File: config.mk
export PLATFORM = sky130hd
export DESIGN_NAME = memory_arbiter
export DESIGN_NICKNAME = d
export VERILOG_FILES = /design/src/rtl/memory_arbiter.sv
export SDC_FILE = /design/constraint.sdc
export NUM_CORES = 1
export LEC_CHECK = 0
export BUFFER_PORTS_ARGS = -buffer_cell sky130_fd_sc_hd__buf_2
export CAP_MARGIN = 20
export CORE_MARGIN = 10
export CORE_UTILIZATION = 48
export DETAILED_ROUTE_END_ITERATION = 8
export PLACE_DENSITY = 0.82
export SYNTH_ARGS = -nofsm -noshare
export SYNTH_HDL_FRONTEND = slang
export SYNTH_SLANG_ARGS = --single-unit
File: constraint.sdc
create_clock -name clk -period 5.92 [get_ports clk]
set_input_delay 0.888 -clock clk [delete_from_list [all_inputs] [get_ports clk]]
set_output_delay 0.888 -clock clk [all_outputs]
set_load 0.02 [all_outputs]
File: src/rtl/memory_arbiter.sv
// memory_arbiter: N-port front end for memory_unit. Each requester raises its
// own req_execute; one winner is chosen (fixed priority or round-robin), its
// command is registered onto the memory handshake, and completion returns
// rd_data plus a one-cycle req_done pulse to that port. A per-port lock keeps
// the grant on the owner between transactions.

`ifndef MEMORY_ADDR_WIDTH
`define MEMORY_ADDR_WIDTH 16
`endif
`ifndef MEMORY_DATA_WIDTH
`define MEMORY_DATA_WIDTH 16
`endif

module memory_arbiter #(
    parameter int NUM_PORTS  = 2,
    parameter int ADDR_WIDTH = `MEMORY_ADDR_WIDTH,
    parameter int DATA_WIDTH = `MEMORY_DATA_WIDTH,
    parameter int FUNC_WIDTH = 2,
    parameter int ARB_MODE   = 0
) (
    input  logic                            clk,
    input  logic                            rst,
    input  logic [NUM_PORTS-1:0]            req_execute,
    input  logic [NUM_PORTS-1:0]            req_lock,
    input  logic [NUM_PORTS*FUNC_WIDTH-1:0] req_func,
    input  logic [NUM_PORTS*ADDR_WIDTH-1:0] req_address,
    input  logic [NUM_PORTS*DATA_WIDTH-1:0] req_write_data,
    output logic [NUM_PORTS-1:0]            req_done,
    output logic [NUM_PORTS-1:0]            grant,
    output logic [DATA_WIDTH-1:0]           rd_data,
    output logic                            busy,
    output logic                            mem_execute,
    output logic [FUNC_WIDTH-1:0]           mem_func,
    output logic [ADDR_WIDTH-1:0]           mem_address,
    output logic [DATA_WIDTH-1:0]           mem_write_data,
    input  logic                            mem_ready,
    input  logic [DATA_WIDTH-1:0]           mem_read_data
);

    localparam int IDX_W = (NUM_PORTS > 1) ? $clog2(NUM_PORTS) : 1;

    typedef enum logic [1:0] {
        S_IDLE  = 2'd0,
        S_ISSUE = 2'd1,
        S_WAIT  = 2'd2,
        S_DONE  = 2'd3
    } state_t;

    state_t state_q, state_d;

    logic [NUM_PORTS-1:0]  grant_q, grant_d;
    logic [NUM_PORTS-1:0]  req_done_q, req_done_d;
    logic                  busy_q, busy_d;
    logic                  mem_execute_q, mem_execute_d;
    logic [FUNC_WIDTH-1:0] mem_func_q, mem_func_d;
    logic [ADDR_WIDTH-1:0] mem_address_q, mem_address_d;
    logic [DATA_WIDTH-1:0] mem_write_data_q, mem_write_data_d;
    logic [DATA_WIDTH-1:0] rd_data_q, rd_data_d;
    logic [IDX_W-1:0]      rr_ptr_q, rr_ptr_d;
    logic [IDX_W-1:0]      owner_q, owner_d;
    logic                  lock_valid_q, lock_valid_d;

    // Per-port views of the packed request buses.
    logic [FUNC_WIDTH-1:0] func_arr  [NUM_PORTS];
    logic [ADDR_WIDTH-1:0] addr_arr  [NUM_PORTS];
    logic [DATA_WIDTH-1:0] wdata_arr [NUM_PORTS];

    for (genvar gi = 0; gi < NUM_PORTS; gi++) begin : g_unpack
        assign func_arr[gi]  = req_func[gi*FUNC_WIDTH +: FUNC_WIDTH];
        assign addr_arr[gi]  = req_address[gi*ADDR_WIDTH +: ADDR_WIDTH];
        assign wdata_arr[gi] = req_write_data[gi*DATA_WIDTH +: DATA_WIDTH];
    end

    logic [NUM_PORTS-1:0]  owner_oh;
    logic [NUM_PORTS-1:0]  win_oh;
    logic [IDX_W-1:0]      owner_next;
    logic                  lock_active;
    logic [NUM_PORTS-1:0]  eligible;
    logic                  win_found;
    logic [IDX_W-1:0]      win_idx;
    logic [FUNC_WIDTH-1:0] win_func;
    logic [ADDR_WIDTH-1:0] win_addr;
    logic [DATA_WIDTH-1:0] win_wdata;

    assign owner_oh   = {{(NUM_PORTS-1){1'b0}}, 1'b1} << owner_q;
    assign win_oh     = {{(NUM_PORTS-1){1'b0}}, 1'b1} << win_idx;
    assign owner_next = (owner_q == IDX_W'(NUM_PORTS-1)) ? '0 : owner_q + IDX_W'(1);

    // The lock only holds while the owner keeps its req_lock high; the cycle it
    // drops, every port is eligible again in that same IDLE cycle.
    assign lock_active = lock_valid_q && |(req_lock & owner_oh);
    assign eligible    = lock_active ? (req_execute & owner_oh) : req_execute;

    // Winner search: smallest distance from the start index, wrapping modulo
    // NUM_PORTS. Fixed priority is simply a search that always starts at 0.
    always_comb begin
        int start_i;
        int dist_i;
        int best_i;
        start_i   = (ARB_MODE == 1) ? int'(rr_ptr_q) : 0;
        best_i    = NUM_PORTS;
        dist_i    = 0;
        win_found = 1'b0;
        win_idx   = '0;
        win_func  = '0;
        win_addr  = '0;
        win_wdata = '0;
        for (int j = 0; j < NUM_PORTS; j++) begin
            dist_i = j - start_i;
            if (dist_i < 0) begin
                dist_i = dist_i + NUM_PORTS;
            end
            if (eligible[j] && (dist_i < best_i)) begin
                best_i    = dist_i;
                win_found = 1'b1;
                win_idx   = IDX_W'(j);
                win_func  = func_arr[j];
                win_addr  = addr_arr[j];
                win_wdata = wdata_arr[j];
            end
        end
    end

    // FSM state register.
    always_ff @(posedge clk or negedge rst) begin
        if (!rst) begin
            state_q <= S_IDLE;
        end else begin
            state_q <= state_d;
        end
    end

    // FSM next-state logic.
    always_comb begin
        state_d = state_q;
        case (state_q)
            S_IDLE:  if (mem_ready && win_found) state_d = S_ISSUE;
            S_ISSUE: if (!mem_ready)             state_d = S_WAIT;
            S_WAIT:  if (mem_ready)              state_d = S_DONE;
            S_DONE:                              state_d = S_IDLE;
            default:                             state_d = S_IDLE;
        endcase
    end

    // FSM outputs and datapath: next values for every registered output.
    always_comb begin
        grant_d          = grant_q;
        req_done_d       = '0;
        busy_d           = busy_q;
        mem_execute_d    = mem_execute_q;
        mem_func_d       = mem_func_q;
        mem_address_d    = mem_address_q;
        mem_write_data_d = mem_write_data_q;
        rd_data_d        = rd_data_q;
        rr_ptr_d         = rr_ptr_q;
        owner_d          = owner_q;
        lock_valid_d     = lock_valid_q;
        case (state_q)
            S_IDLE: begin
                if (lock_valid_q && !lock_active) begin
                    lock_valid_d = 1'b0;
                    grant_d      = '0;
                end
                if (mem_ready && win_found) begin
                    owner_d          = win_idx;
                    grant_d          = win_oh;
                    busy_d           = 1'b1;
                    mem_execute_d    = 1'b1;
                    mem_func_d       = win_func;
                    mem_address_d    = win_addr;
                    mem_write_data_d = win_wdata;
                end
            end
            S_ISSUE: begin
                if (!mem_ready) begin
                    mem_execute_d = 1'b0;
                end
            end
            S_WAIT: begin
                if (mem_ready) begin
                    rd_data_d    = mem_read_data;
                    req_done_d   = owner_oh;
                    rr_ptr_d     = owner_next;
                    lock_valid_d = |(req_lock & owner_oh);
                end
            end
            S_DONE: begin
                busy_d = 1'b0;
                if (!lock_valid_q) begin
                    grant_d = '0;
                end
            end
            default: ;
        endcase
    end

    // Registered outputs and arbitration state.
    always_ff @(posedge clk or negedge rst) begin
        if (!rst) begin
            grant_q          <= '0;
            req_done_q       <= '0;
            busy_q           <= 1'b0;
            mem_execute_q    <= 1'b0;
            mem_func_q       <= '0;
            mem_address_q    <= '0;
            mem_write_data_q <= '0;
            rd_data_q        <= '0;
            rr_ptr_q         <= '0;
            owner_q          <= '0;
            lock_valid_q     <= 1'b0;
        end else begin
            grant_q          <= grant_d;
            req_done_q       <= req_done_d;
            busy_q           <= busy_d;
            mem_execute_q    <= mem_execute_d;
            mem_func_q       <= mem_func_d;
            mem_address_q    <= mem_address_d;
            mem_write_data_q <= mem_write_data_d;
            rd_data_q        <= rd_data_d;
            rr_ptr_q         <= rr_ptr_d;
            owner_q          <= owner_d;
            lock_valid_q     <= lock_valid_d;
        end
    end

    assign grant          = grant_q;
    assign req_done       = req_done_q;
    assign busy           = busy_q;
    assign mem_execute    = mem_execute_q;
    assign mem_func       = mem_func_q;
    assign mem_address    = mem_address_q;
    assign mem_write_data = mem_write_data_q;
    assign rd_data        = rd_data_q;

endmodule

==> results of run 1 <==
==> critical path, stage by stage, from the launching register on <==
cell and delay, ns:
dfrtp_1 0.41, inv_1 0.16, ha_1 0.36, nand2_1 0.20, nor4_4 0.59, buf_4 0.39, nor2b_1 0.09, a221o_1 0.28
==> report_power, final <==
part           switching [W]  internal (W)
sequential          0.000106      0.000602
combinational       0.000543      0.000420
clock               0.000157      0.000194
==> stage by stage <==
stage | instance area [µm²] | hold slack [ns] | utilization
global placement | 3500 | 0.481 | 0.636
finish | 3700 | 0.505 | 0.671
CTS | 3700 | 0.504 | 0.671
floorplan | 2730 | 0.512 | -
detailed placement | 3510 | 0.489 | 0.638
global route | 3700 | 0.515 | 0.671
==> flip-flops by register name, summed over array words and instances (netlist names) <==
signal          flops
req_done            2
rd_data            16
busy                1
mem_write_data     16
owner_q             1
grant               2
mem_execute         1
state_q             2
mem_func            2
mem_address        16
lock_valid_q        1
==> cells in the final DEF, fill, tap and decap left out, types with 2 or more instances in the layout <==
| master | synthesis | final |
|---|---|---|
| a21oi_1 | 4 | 4 |
| a221o_1 | 35 | 35 |
| a22o_1 | 3 | 3 |
| a31oi_1 | 2 | 2 |
| buf_2 | 7 | 146 |
| buf_4 | 0 | 4 |
| clkbuf_1 | 7 | 3 |
| clkbuf_8 | 0 | 9 |
| clkinvlp_4 | 0 | 2 |
| dfrtp_1 | 60 | 60 |
| ha_1 | 5 | 5 |
| inv_1 | 7 | 7 |
| mux2_2 | 18 | 18 |
| mux2i_1 | 2 | 2 |
| nand2_1 | 4 | 4 |
| nor2_1 | 5 | 5 |
| nor2b_1 | 35 | 34 |
| nor3_1 | 3 | 2 |
| o21ai_0 | 2 | 2 |
==> worst max-delay path by stage <==
stage / cells after the start / to / slack (ns)
6_report: 7 / mem_address[7] / 3.31
5_1_grt: 7 / mem_address[5] / 3.07
4_1_cts: 7 / mem_address[7] / 3.29
3_5_place_dp: 6 / mem_address[6] / 3.17
3_3_place_gp: 5 / mem_write_data[8] / 3.09
2_1_floorplan: 4 / grant[1] / 3.64
==> kinds of logic after synthesis <==
kind of cell	Yosys count	synth area share
flip-flops	60	0.551
AO/OA/AOI/OAI	53	0.174
AND/OR/NAND/NOR	54	0.130
buffers and inverters	23	0.0404
adder cells (fa/ha/maj)	5	0.0230
multiplexers	20	0.0817
==> area by class of cell <==
cell class	instances	area [µm²]	share of cell area
Clock buffer	12	135	0.0366
Clock inverter	4	50.0	0.0135
Inverter	7	26.3	0.00711
Multi-Input combinational cell	132	1120	0.303
Sequential cell	60	1500	0.406
Tap cell	72	90.1	0.0244
Timing Repair Buffer	151	772	0.209
==> per-layer routing <==
metal,global-route usage,vias to the layer above,part of all wire
met5,0,-,0
met4,0.0623,0,0.012
met3,0.0605,6,0.068
met2,0.284,84,0.52
met1,0.207,1087,0.40
li1,-,1094,-
==> impl_metrics.ini, run 1 <==
[timing]
hold_viol = 0
clock_skew_ns = 0.0115
period_minus_slack_ns = 2.61
rsz0062_at_grt = no
fmax_mhz = 383
slew_headroom = 0.496
setup_viol = 0
fin_setup_tns_ns = 0
final_max_slew_viol_count = 0
tightest_slew_ns = 0.753
setup_slack_ns = 3.31
finalCritPeriodShare = 0.441

[grt]
grt_pass1_vias = 2507
grt_use_total = 0.173
grt_first_pass_wirelength_mm = 12.3
antenna_found_initial = 0
overflow = 0
grt_max_degree = 61

[synthesis]
syn_inst = 215
synth-edff-count = 0
synth_common_cells = 60 x dfrtp_1, 35 x a221o_1, 35 x nor2b_1
yosysWarnings = 0
synth.net_count = 311
ys_seq_area_frac = 0.551
synthDistinctLibCells = 31
syn_avg_cell_area_um2 = 12.7
synthTopCellsByArea = dfrtp_1 55%, a221o_1 13%, nor2b_1 8.0%
synthFlopType = dfrtp_1
synth_top_area_frac = 0.551
ys_ff_latch = 60
synth_most_common_cell = dfrtp_1
netlist_area_mm2 = 0.00273
synth_area_leader_cell = dfrtp_1
async_reset_ff_frac = 1.00

[hold_path]
min_to = rd_data[12]
min_path_cells = 1
hold_path_class = reg2reg
hp-start = rd_data[12]

[job]
maxCapViolCount = 0

[detailed_routing]
drt-initial-drc-count = 104
vias = 2271
via_per_inst = 5.18
drt_wl_total_mm = 7.92
first_pass_iters = 4
antenna_left = 0
wl_per_cell_um = 18.1
drc = 0

[pwr]
power_density_mw_per_mm2 = 547
ir_drop_v = 0.000282
p_leak_nw = 1.92
power_w = 0.00202

[layout]
final.fill_count = 432
final_nets = 457
stdcell_count = 438
diodes = 0
area_delta_synth_final_pct = 35.6
drive_gt1_frac = 0.519

[setup_path]
critPathKind = reg2reg
reg2reg_depth = 7
cp-start-kind = flop
critPathRequiredTime_ns = 6.11
critical_path.startpoint = state_q[0]
r2r-start = state_q[0]
critPathMaxFanout = 27
r2r_slack_ns = 3.31
crit_path_end_kind = flop
crit_arrival_ns = 2.80
r2r_end = mem_address[7]

[floorplan]
die-area_mm2 = 0.00909
ios = 147
die_h_um = 95.3
start_util = 0.495
chipWidth_um = 95.3
rows = 27
coreArea_mm2 = 0.00551

[placed_design]
placedCellCount = 422
place.port_buffers = 146
place_ws_ns = 3.17
dp_hpwl_mm = 6.13
gp_congestion = 0.777

[clocking]
cts.sinks = 60
cts_max_level = 3
cts_resized = 0
cts_tree = done
path_clk_slew_ns = 0.07
cts_buffers = 9
root_buffer = clkbuf_8
post_cts_buffers = 0
clockBufferDepth = 2
clock_latency_ns = 0.32
cts_hold_buf = 0

[run_status]
outcome = finished, final reports clean
Power figures use the tool's default switching activity.
==> run 2: changes to the inputs <==
ABC_AREA = 1   (was unset)
CORE_UTILIZATION = 46   (was 48)
PLACE_DENSITY = 0.77   (was 0.82)
clock period = 2.6 ns   (was 5.92 ns; I/O delays follow)
==> impl_metrics.ini, run 2 <==
[placed_design]
gp_congestion = 0.770
place_ws_ns = 0.565
place_area_mm2 = 0.00367
dp_hpwl_mm = 6.37
placedCellCount = 604
place.port_buffers = 146

[grt]
grt_max_degree = 37
grt_pass1_vias = 2853
antenna_found_initial = 0
grt_use_total = 0.169
grt_first_pass_wirelength_mm = 13.8
overflow = 0

[floorplan]
die-area_mm2 = 0.0101
rows = 29
coreArea_mm2 = 0.00631
start_util = 0.471
die_h_um = 100
chipWidth_um = 100
ios = 147

[layout]
area_delta_synth_final_pct = 31.4
final_cell_mix = 273 x nand2_1, 146 x buf_2, 60 x dfrtp_1
final_nets = 634
fin_area_mm2 = 0.00391
stdcell_count = 620
diodes = 0
final.fill_count = 601
drive_gt1_frac = 0.328
final_common_cell = nand2_1

[setup_path]
crit_slowest_cell = clkinv_1
cp-start-kind = flop
critPathMaxFanout = 19
crit_arrival_ns = 2.29
max_stage_delay_ns = 0.49
crit_path_end_kind = flop
critPathRequiredTime_ns = 2.87
cp_cell_sequence = inv_1 > ha_1 > nand2_2 > clkinv_1 > a21oi_1 > o21ai_0 > nand2_1
critPathKind = reg2reg

[synthesis]
syn_inst = 394
synth-edff-count = 0
ys_ff_latch = 60
syn_avg_cell_area_um2 = 7.55
synthTopCellsByArea = dfrtp_1 50%, nand2_1 34%, ha_1 2.1%
synth_common_cells = 273 x nand2_1, 60 x dfrtp_1, 8 x inv_1
yosysWarnings = 0
synthDistinctLibCells = 24
synth_top_area_frac = 0.505
ys_seq_area_frac = 0.505
synthFlopType = dfrtp_1
synth_area_leader_cell = dfrtp_1
synth.net_count = 490
synth_most_common_cell = nand2_1
async_reset_ff_frac = 1.00
netlist_area_mm2 = 0.00298

[timing]
setup_slack_ns = 0.579
setup_viol = 0
period_minus_slack_ns = 2.02
holdWs_ns = 0.0839
slew_headroom = 0.550
final_max_slew_viol_count = 0
clock_skew_ns = 0.0102
fmax_mhz = 495
rsz0062_at_grt = no
fin_setup_tns_ns = 0
hold_viol = 0
finalCritPeriodShare = 0.777
tightest_slew_ns = 0.674

[clocking]
cts_max_level = 3
cts.sinks = 60
cts_hold_buf = 0
clock_latency_ns = 0.33
cts_tree = done
cts_resized = 0
clockBufferDepth = 2
path_clk_slew_ns = 0.07
root_buffer = clkbuf_8
cts_buffers = 9
post_cts_buffers = 0

[run_status]
outcome = finished, final reports clean

[pwr]
ir_drop_v = 0.000638
power_density_mw_per_mm2 = 1120
p_leak_nw = 2.44

[detailed_routing]
drc = 0
vias = 2891
antenna_left = 0
first_pass_iters = 4
wl_per_cell_um = 13.9
drt_wl_total_mm = 8.62
via_per_inst = 4.66
drt-initial-drc-count = 92

[job]
maxCapViolCount = 0

[hold_path]
hold_path_class = in2async
-- run 2: changes by cell type in the layout (fill, tap and decap cells not counted), moves of 5 or more --
cell / previous run / this run
nand2_2: 0 / 5
nor2b_1: 34 / 0
a221o_1: 35 / 0
nand3_1: 0 / 7
nand2_1: 4 / 273
mux2_2: 18 / 0
-- run 2: worst max-delay path: cells and delay by family, from the launching register on --
kind,cells,cell delay [ns]
compound gates,2,0.40
fa+ha+maj,1,0.23
buf+inv,2,0.59
simple gates,2,0.35
flops,1,0.39
-- run 2: logic make-up after synthesis --
group | synth area share
adder cells (fa/ha/maj) | 0.0210
flip-flops | 0.505
AND/OR/NAND/NOR | 0.395
buffers and inverters | 0.0673
AO/OA/AOI/OAI | 0.0118
-- run 2: area by class of cell --
cell class | count | area (µm²) | share of cell area
clock inverters | 4 | 70.1 | 0.0179
well taps | 77 | 96.3 | 0.0246
multi-input cells | 307 | 1270 | 0.326
repair buffers | 148 | 758 | 0.194
inverters | 12 | 45.0 | 0.0115
flip-flops and latches | 60 | 1500 | 0.384
clock buffers | 12 | 165 | 0.0422
-- run 2: worst paths after layout --
path                                   from         endpoint  slack [ns]  depth (start not counted)
setup / recovery                 state_q[0]     lock_valid_q        0.58                          7
setup reg to reg                 state_q[0]     lock_valid_q        0.58                          7
hold / removal                          rst  mem_address[14]        0.08                          1
hold reg to reg             mem_address[11]  mem_address[11]        0.46                          2
min in group clk           mem_read_data[9]       rd_data[9]        0.24                          3
max in group asynchronous               rst   mem_address[4]        1.91                          2
-- run 2: power by group --
part / internal, W / total [W] / switching [W] / leakage [nW]
clock: 0.000615 / 0.000982 / 0.000367 / 0.122
sequential: 0.00132 / 0.00153 / 0.000210 / 0.766
combinational: 0.000613 / 0.00188 / 0.00127 / 1.55
-- run 2: per-stage QoR --
step                      power, W  utilization
after floorplan            0.00282            -
after global placement     0.00338        0.582
after detailed placement   0.00345        0.582
after CTS                  0.00446        0.619
after global routing       0.00474        0.619
final                      0.00439        0.619
-- run 2: per-layer routing --
| metal | GRT usage | wire (µm) | vias up | share of wire |
|---|---|---|---|---|
| met2 | 0.268 | 4070 | 112 | 0.47 |
| met3 | 0.0790 | 941 | 4 | 0.11 |
| met5 | 0 | 0 | - | 0 |
| li1 | - | - | 1476 | - |
| met1 | 0.195 | 3570 | 1299 | 0.41 |
| met4 | 0.0598 | 40 | 0 | 0.0046 |
==> run 3: changes to the inputs <==
CORE_UTILIZATION = 42   (was 46)
PLACE_DENSITY = 0.74   (was 0.77)
clock period = 1.7 ns   (was 2.6 ns; I/O delays follow)
==> impl_metrics.ini, run 3 (synthesized netlist as in run 2, its figures left out) <==
[setup_path]
crit_path_end_kind = flop
crit_arrival_ns = 1.73
r2r-start = state_q[0]
critPathKind = reg2reg
cp-start-kind = flop
critPathRequiredTime_ns = 1.90
critical_path.startpoint = state_q[0]
critPathMaxFanout = 23

[pwr]
p_leak_nw = 2.45
ir_drop_v = 0.000771
power_density_mw_per_mm2 = 1640

[detailed_routing]
via_per_inst = 4.55
first_pass_iters = 4
wl_per_cell_um = 13.4
antenna_left = 0
drc = 0
drt_wl_total_mm = 8.63
drt-initial-drc-count = 136
vias = 2937

[floorplan]
rows = 30
ios = 147
die_h_um = 104
start_util = 0.436
coreArea_mm2 = 0.00683
die-area_mm2 = 0.0109
chipWidth_um = 104

[layout]
utilization = 0.579
drive_gt1_frac = 0.335
area_delta_synth_final_pct = 32.9
diodes = 0
stdcell_count = 646
final_common_cell = nand2_1
final_cell_mix = 273 x nand2_1, 146 x buf_2, 60 x dfrtp_1
final.fill_count = 674
final_nets = 642

[hold_path]
hold_path_class = in2reg
hp-start = mem_read_data[12]

[timing]
fin_setup_tns_ns = 0
period_minus_slack_ns = 1.54
setup_slack_ns = 0.161
slew_headroom = 0.773
holdWs_ns = 0.122
hold_viol = 0
clock_skew_ns = 0.00940
setup_viol = 0
final_max_slew_viol_count = 0
rsz0062_at_grt = no
finalCritPeriodShare = 0.905
fmax_mhz = 650
tightest_slew_ns = 0.340

[run_status]
outcome = finished, final reports clean

[grt]
antenna_found_initial = 0
grt_pass1_vias = 2916
grt_max_degree = 61
overflow = 0
grt_first_pass_wirelength_mm = 14.2
grt_use_total = 0.157

[clocking]
post_cts_buffers = 0
root_buffer = clkbuf_8
cts_max_level = 3
cts_tree = done
clockBufferDepth = 2
path_clk_slew_ns = 0.07
clock_latency_ns = 0.33
cts_buffers = 9
cts.sinks = 60

[placed_design]
place_ws_ns = 0.0591
dp_hpwl_mm = 6.62
place.port_buffers = 146
placedCellCount = 630
gp_congestion = 0.763

[job]
maxCapViolCount = 0
==> run 3: stage by stage <==
| step | area (µm²) | power (W) |
|---|---|---|
| 2_1_floorplan | 2980 | 0.00431 |
| 3_3_place_gp | 3750 | 0.00521 |
| 3_5_place_dp | 3750 | 0.00532 |
| 4_1_cts | 3950 | 0.00658 |
| 5_1_grt | 3950 | 0.00700 |
| 6_report | 3950 | 0.00649 |
==> run 3: worst paths after layout <==
check	slack (ns)	end	depth (start not counted)
max reg2reg	0.16	owner_q	6
max in group asynchronous	0.96	req_done[0]	3
min in group asynchronous	0.46	mem_address[9]	3
min reg2reg	0.47	mem_write_data[2]	2
max	0.16	owner_q	6
min	0.12	rd_data[12]	3
==> run 3: metal layers <==
metal,global-route usage,vias to the layer above,routed length (µm)
li1,-,1487,-
met1,0.189,1336,3780
met2,0.255,107,4110
met3,0.0539,7,660
met4,0.0507,0,78
met5,0,-,0
==> run 3: cell type report <==
cell class                 instances  area (µm²)  area share
clock buffer                      10         138      0.0348
clock inverter                     5        52.6      0.0133
sequential                        60        1500       0.380
timing repair buffer             156         821       0.208
multi-input combinational        307        1270       0.322
tap                               96         120      0.0304
inverter                          12        47.5      0.0120
==> run 3: what timing repair did <==
action | 4_1_cts | 5_1_grt
resized for setup | 0 | 2
setup endpoints to repair | 0 | 34
endpoints found under the hold margin | 60 | 0
hold buffers | 1 | 0
==> run 3: where the power goes <==
group / internal, W / switching [W] / total [W] / leakage (nW)
clock network: 0.000701 / 0.000541 / 0.00124 / 0.0979
registers: 0.00203 / 0.000323 / 0.00235 / 0.766
logic: 0.000970 / 0.00193 / 0.00290 / 1.59
==> run 3: critical path, stage by stage, from the launching register on <==
cell	delay [ns]
dfrtp_1	0.42
inv_1	0.12
ha_1	0.22
inv_1	0.11
nor2_4	0.16
buf_4	0.27
o21ai_0	0.12
